File: src/rtl/cau_pkg.sv
// Shared opcodes, widths and state encodings for the CAU scheduler and its slot timers.
package cau_pkg;

  localparam int CAU_DATA_W = 72;

  localparam logic [1:0] OP_NOOP        = 2'b00;
  localparam logic [1:0] OP_LOAD_SCOPE  = 2'b01;
  localparam logic [1:0] OP_LOAD_KERNEL = 2'b10;
  localparam logic [1:0] OP_CLEAR       = 2'b11;

  typedef enum logic [1:0] {
    SLOT_IDLE = 2'b00,
    SLOT_RUN  = 2'b01,
    SLOT_DONE = 2'b10
  } slot_state_e;

  typedef enum logic {
    TOP_INIT = 1'b0,
    TOP_RUN  = 1'b1
  } top_state_e;

  // A single-unit array still needs a 1-bit pointer; it simply never moves.
  function automatic int unsigned ptr_width(int unsigned n);
    return (n > 1) ? $clog2(n) : 1;
  endfunction

endpackage

File: src/rtl/cau_slot_timer.sv
// Per-CAU occupancy and convolution-latency countdown: IDLE -> RUN -> DONE -> IDLE.
module cau_slot_timer
  import cau_pkg::*;
#(
  parameter int CONV_LAT = 9
) (
  input  logic clk,
  input  logic rst,
  input  logic start,
  input  logic drain,
  input  logic flush,
  output logic done,
  output logic idle
);

  localparam int CNT_W = $clog2(CONV_LAT + 1);

  slot_state_e      state_q, state_d;
  logic [CNT_W-1:0] cnt_q, cnt_d;

  // NOTE: every variable gets its hold value first, so no path through this block infers a latch.
  always_comb begin
    state_d = state_q;
    cnt_d   = cnt_q;
    if (flush) begin
      state_d = SLOT_IDLE;
      cnt_d   = '0;
    end else begin
      unique case (state_q)
        SLOT_IDLE: begin
          if (start) begin
            state_d = SLOT_RUN;
            cnt_d   = CNT_W'(CONV_LAT);
          end
        end
        SLOT_RUN: begin
          // Leaving RUN on count 1 puts DONE exactly CONV_LAT cycles after the load-scope cycle.
          if (cnt_q == CNT_W'(1)) begin
            state_d = SLOT_DONE;
            cnt_d   = '0;
          end else begin
            cnt_d = cnt_q - CNT_W'(1);
          end
        end
        SLOT_DONE: begin
          if (drain) state_d = SLOT_IDLE;
        end
        default: begin
          state_d = SLOT_IDLE;
          cnt_d   = '0;
        end
      endcase
    end
  end

  // NOTE: non-blocking assignments make every flop sample its _d value at the same edge.
  always_ff @(posedge clk) begin
    if (rst) begin
      state_q <= SLOT_IDLE;
      cnt_q   <= '0;
    end else begin
      state_q <= state_d;
      cnt_q   <= cnt_d;
    end
  end

  assign done = (state_q == SLOT_DONE);
  assign idle = (state_q == SLOT_IDLE);

endmodule

File: src/rtl/cau_scheduler.sv
// Sequences a bank of CAUs: broadcast kernel loads, round-robin window dispatch, in-order results.
module cau_scheduler
  import cau_pkg::*;
#(
  parameter int NUM_CAU  = 4,
  parameter int DATA_W   = CAU_DATA_W,
  parameter int RES_W    = 20,
  parameter int CONV_LAT = 9
) (
  input  logic                     clk,
  input  logic                     rst,
  input  logic                     clear,
  input  logic                     kern_valid,
  output logic                     kern_ready,
  input  logic [DATA_W-1:0]        kern_data,
  input  logic                     win_valid,
  output logic                     win_ready,
  input  logic [DATA_W-1:0]        win_data,
  output logic [NUM_CAU-1:0]       op_select,
  output logic [1:0]               op_code,
  output logic [DATA_W-1:0]        op_bus,
  input  logic [NUM_CAU*RES_W-1:0] cau_result,
  output logic                     res_valid,
  input  logic                     res_ready,
  output logic [RES_W-1:0]         res_data,
  output logic                     busy
);

  localparam int               PTR_W    = ptr_width(NUM_CAU);
  localparam logic [PTR_W-1:0] LAST_PTR = PTR_W'(NUM_CAU - 1);

  top_state_e         state_q, state_d;
  logic [NUM_CAU-1:0] sel_q, sel_d;
  logic [1:0]         code_q, code_d;
  logic [DATA_W-1:0]  bus_q, bus_d;
  logic [PTR_W-1:0]   wr_ptr_q, wr_ptr_d;
  logic [PTR_W-1:0]   rd_ptr_q, rd_ptr_d;

  logic [NUM_CAU-1:0] slot_start, slot_drain, slot_done, slot_idle;
  logic               slot_flush;
  logic               all_idle, kern_ready_c, win_ready_c, res_valid_c;

  function automatic logic [PTR_W-1:0] ptr_inc(logic [PTR_W-1:0] p);
    return (p == LAST_PTR) ? '0 : p + PTR_W'(1);
  endfunction

  for (genvar i = 0; i < NUM_CAU; i++) begin : g_slot
    cau_slot_timer #(
      .CONV_LAT(CONV_LAT)
    ) u_timer (
      .clk  (clk),
      .rst  (rst),
      .start(slot_start[i]),
      .drain(slot_drain[i]),
      .flush(slot_flush),
      .done (slot_done[i]),
      .idle (slot_idle[i])
    );
  end

  assign all_idle    = &slot_idle;
  assign res_valid_c = slot_done[rd_ptr_q];

  always_comb begin
    state_d      = state_q;
    sel_d        = '0;
    code_d       = OP_NOOP;
    bus_d        = '0;
    wr_ptr_d     = wr_ptr_q;
    rd_ptr_d     = rd_ptr_q;
    slot_start   = '0;
    slot_drain   = '0;
    slot_flush   = 1'b0;
    kern_ready_c = 1'b0;
    win_ready_c  = 1'b0;

    if (state_q == TOP_INIT) begin
      state_d = TOP_RUN;
      sel_d   = '1;
      code_d  = OP_CLEAR;
    end else if (clear) begin
      sel_d      = '1;
      code_d     = OP_CLEAR;
      slot_flush = 1'b1;
      wr_ptr_d   = '0;
      rd_ptr_d   = '0;
    end else begin
      // A pending kernel holds off new windows so the array drains and the kernel gets in.
      kern_ready_c = !rst && all_idle;
      win_ready_c  = !rst && !kern_valid && slot_idle[wr_ptr_q];

      if (res_valid_c && res_ready) begin
        slot_drain[rd_ptr_q] = 1'b1;
        rd_ptr_d             = ptr_inc(rd_ptr_q);
      end

      if (kern_valid && kern_ready_c) begin
        sel_d  = '1;
        code_d = OP_LOAD_KERNEL;
        bus_d  = kern_data;
      end else if (win_valid && win_ready_c) begin
        sel_d                = NUM_CAU'(1) << wr_ptr_q;
        code_d               = OP_LOAD_SCOPE;
        bus_d                = win_data;
        slot_start[wr_ptr_q] = 1'b1;
        wr_ptr_d             = ptr_inc(wr_ptr_q);
      end
    end
  end

  always_ff @(posedge clk) begin
    if (rst) begin
      state_q  <= TOP_INIT;
      sel_q    <= '0;
      code_q   <= OP_NOOP;
      bus_q    <= '0;
      wr_ptr_q <= '0;
      rd_ptr_q <= '0;
    end else begin
      state_q  <= state_d;
      sel_q    <= sel_d;
      code_q   <= code_d;
      bus_q    <= bus_d;
      wr_ptr_q <= wr_ptr_d;
      rd_ptr_q <= rd_ptr_d;
    end
  end

  assign op_select  = sel_q;
  assign op_code    = code_q;
  assign op_bus     = bus_q;
  assign kern_ready = kern_ready_c;
  assign win_ready  = win_ready_c;
  assign res_valid  = res_valid_c;
  assign res_data   = res_valid_c ? cau_result[int'(rd_ptr_q) * RES_W +: RES_W] : '0;
  assign busy       = rst || (state_q == TOP_INIT) || (code_q == OP_CLEAR) || !all_idle;

endmodule
File: config.mk
export PLATFORM = sky130hd
export DESIGN_NAME = cau_scheduler
export DESIGN_NICKNAME = d
export VERILOG_FILES = /design/src/rtl/cau_pkg.sv /design/src/rtl/cau_slot_timer.sv /design/src/rtl/cau_scheduler.sv
export SDC_FILE = /design/constraint.sdc
export NUM_CORES = 1
export LEC_CHECK = 0
export CORE_MARGIN = 10
export CORE_UTILIZATION = 39
export CTS_CLUSTER_DIAMETER = 120
export DETAILED_ROUTE_END_ITERATION = 12
export PLACE_DENSITY = 0.93
export SLEW_MARGIN = 40
export SYNTH_ARGS = -nofsm -noshare
export SYNTH_HDL_FRONTEND = slang
export SYNTH_SLANG_ARGS = --single-unit
File: constraint.sdc
create_clock -name clk -period 4.6 [get_ports clk]
set_input_delay 0.92 -clock clk [delete_from_list [all_inputs] [get_ports clk]]
set_output_delay 0.92 -clock clk [all_outputs]
set_load 0.01 [all_outputs]
==> qor.txt <==
Leak = 0.00309 uW
Syn Area/Cell = 9.56 um2
FILL cells = 874
Tot GR Track Use = 23.6%
Worst Path Max Fanout = 1
Count leader, synth = dfxtp_1
Total CTS buffers = 9
Hold WC Path Type = reg2reg
First-pass GRT wire length = 33,000 um
Util after Layout = 69.1%
Ys flop type = dfxtp_1
Critical Path RT = 3680 ps
Most frequent cells after synthesis = dfxtp_1 (107), nor2_1 (87), a22oi_1 (74), mux4_2 (21), and2_1 (20)
Clk_lat worst skew = 340 ps
VDD IR max = 171 uV
Row Count = 41
WL/cell = 21.8 um
Die footprint = 0.0177 mm2
Clk buf depth = 2
CP Class = in2out
RSZ-0062 raised after global routing = false
Reg area = 0.00214 mm2
Post-Route Setup TNS = 0 ps
ANT nets after route = 0
P per Cell Area = 243 mW/mm2
Synthesized area = 0.00500 mm2
Ys Warns = 0
Clk_skew = 17.6 ps
Io pins = 332
Status = finished, final reports clean
Pre-Repair DR Iteration Count = 5
Syn Inst Count = 523
Core ar. = 0.0126 mm2
Final Hold Vio Count = 0
Largest net degree at the start of global routing = 73
Setup crit end kind = output pin
Vias = 5,397
Fin nets = 1,074
Syn_nets = 769
Critical Path AT = 2560 ps
Post-DP HPWL = 17,900 um
RePlAce Congestion = 0.909
Sink Count = 107
Relative slew slack = 44.7%
Crit start category = input port
Grt total ovfl = 0
CTS tree = yes
Root Buffer = clkbuf_16
Initial antenna violation count = 3
Post-CTS Setup Bufs = 0
Synth area leader = dfxtp_1
Area growth syn-to-layout = 73.7%
Netlist cell types = 50
Number of DRC markers in iteration 0 = 556
Fraction of layout instances using a drive strength above 1 = 6.48%
F_max = 287 MHz
Final Max Tran Viols = 0
Cts hold-fix bufs = 0
EDFF count, synth = 0
Max H-tree Level = 3
Share of flip-flops with an asynchronous set or reset = 0%
Total power = 2110 uW
Largest cells by area after synthesis = dfxtp_1 (43%), a22oi_1 (11%), mux4_2 (9.5%)
Starting Density = 39.8%
Port Buffers = 331
Tightest Pin Transition = 826 ps
Die Y = 133 um
Finished Cell Area = 0.00868 mm2
Final setup fails = 0
Vias per std cell = 5.35
Multi-input logic area = 0.00258 mm2
R2r setup slk = 2360 ps
Period utilisation layout = 75.7%
Fin crit period = 3480 ps
Post-synth top area share = 42.9%
Max_cap viols = 0
DRT Wirelength = 22,000 um
Post-DP Area = 0.00836 mm2
DIE WIDTH = 133 um
DR DRC count = 0
CTS resizes = 0
Vias in the first global route = 5,553
Clk slew on worst S/H paths = 70 ps
Flops & latches, synth = 107
Seq/Total Area, Yosys = 42.9%
-- flip-flops by register name, indices dropped and copies added, names as in the netlist --
signal	flops
wr_ptr_q	2
rd_ptr_q	2
op_select	4
state_q	1
g_slot.u_timer.state_q	8
op_code	2
g_slot.u_timer.cnt_q	16
op_bus	72
-- layer usage --
| metal | up-vias | wire length, um | track usage, % |
|---|---|---|---|
| li1 | 2507 | - | - |
| met1 | 2544 | 7770 | 24.8 |
| met2 | 324 | 11500 | 42.6 |
| met3 | 22 | 2320 | 9.29 |
| met4 | 0 | 380 | 6.29 |
| met5 | - | 0 | 0 |
-- area by class of cell --
type	count	share of cell area (%)
inverter	16	0.692
antenna	3	0.0865
tap	172	2.48
clock inverter	6	0.908
timing repair buffer	337	38.7
clock buffer	10	2.75
sequential	107	24.7
multi-input combinational	357	29.7
-- report_power, final --
part	total [uW]	internal (uW)	switching, uW
clock	812	449	363
combinational	349	235	113
sequential	947	940	6.71
-- worst paths after layout --
kind,start,end,cells after the start
setup reg to reg,g_slot[2].u_timer.state_q[0],g_slot[2].u_timer.cnt_q[1],5
hold reg to reg,g_slot[3].u_timer.cnt_q[3],g_slot[3].u_timer.cnt_q[3],1
setup / recovery,cau_result[52],res_data[12],4
hold / removal,g_slot[3].u_timer.cnt_q[3],g_slot[3].u_timer.cnt_q[3],1
-- stage by stage --
step	hold slack [ps]	worst slack (ps)	instances
CTS	550	1110	1005
detailed placement	525	1120	989
finish	548	1120	1008
floorplan	498	2080	523
global placement	524	1170	989
global route	569	1060	1008
-- critical path: stages --
cell             delay [ps]
clkdlybuf4s50_1         440
mux4_2                  500
and2_1                  200
clkdlybuf4s50_1         500
-- cells in the final DEF (no fill, tap or decap), types with 2 or more instances in the layout --
cell type / instances
a21oi_2: 2
nand3_1: 9
a311oi_1: 3
a21oi_1: 17
nor2b_1: 9
xnor2_1: 3
a211oi_1: 2
nand4_1: 4
or3_1: 3
and3_1: 2
nand2_1: 14
o31ai_1: 2
clkinvlp_4: 2
nor2_1: 87
diode_2: 3
inv_1: 15
nor3_1: 8
nand2b_1: 6
inv_8: 3
dfxtp_1: 107
o22ai_1: 3
ha_1: 16
clkbuf_16: 9
a21o_1: 6
and2_1: 20
mux4_2: 21
nand3b_1: 2
buf_4: 6
o21ai_0: 18
and4b_1: 2
a22oi_1: 74
o311a_1: 6
clkdlybuf4s50_1: 331
-- kinds of logic (layout without fill, tap and decap cells) --
logic type / count (synthesis) / count (layout) / synth area share (%)
and+or+nand+nor: 176 / 176 / 17.4
AOI/OAI and AO/OA: 140 / 140 / 19.9
DFF: 107 / 107 / 42.9
buffers and inverters: 59 / 369 / 5.63
muxes: 22 / 22 / 9.66
adders and majority gates: 16 / 16 / 4.00
xor gates and xnor gates: 3 / 3 / 0.526
other: 0 / 3 / 0
Note: power is estimated with default switching activity, not from simulation.
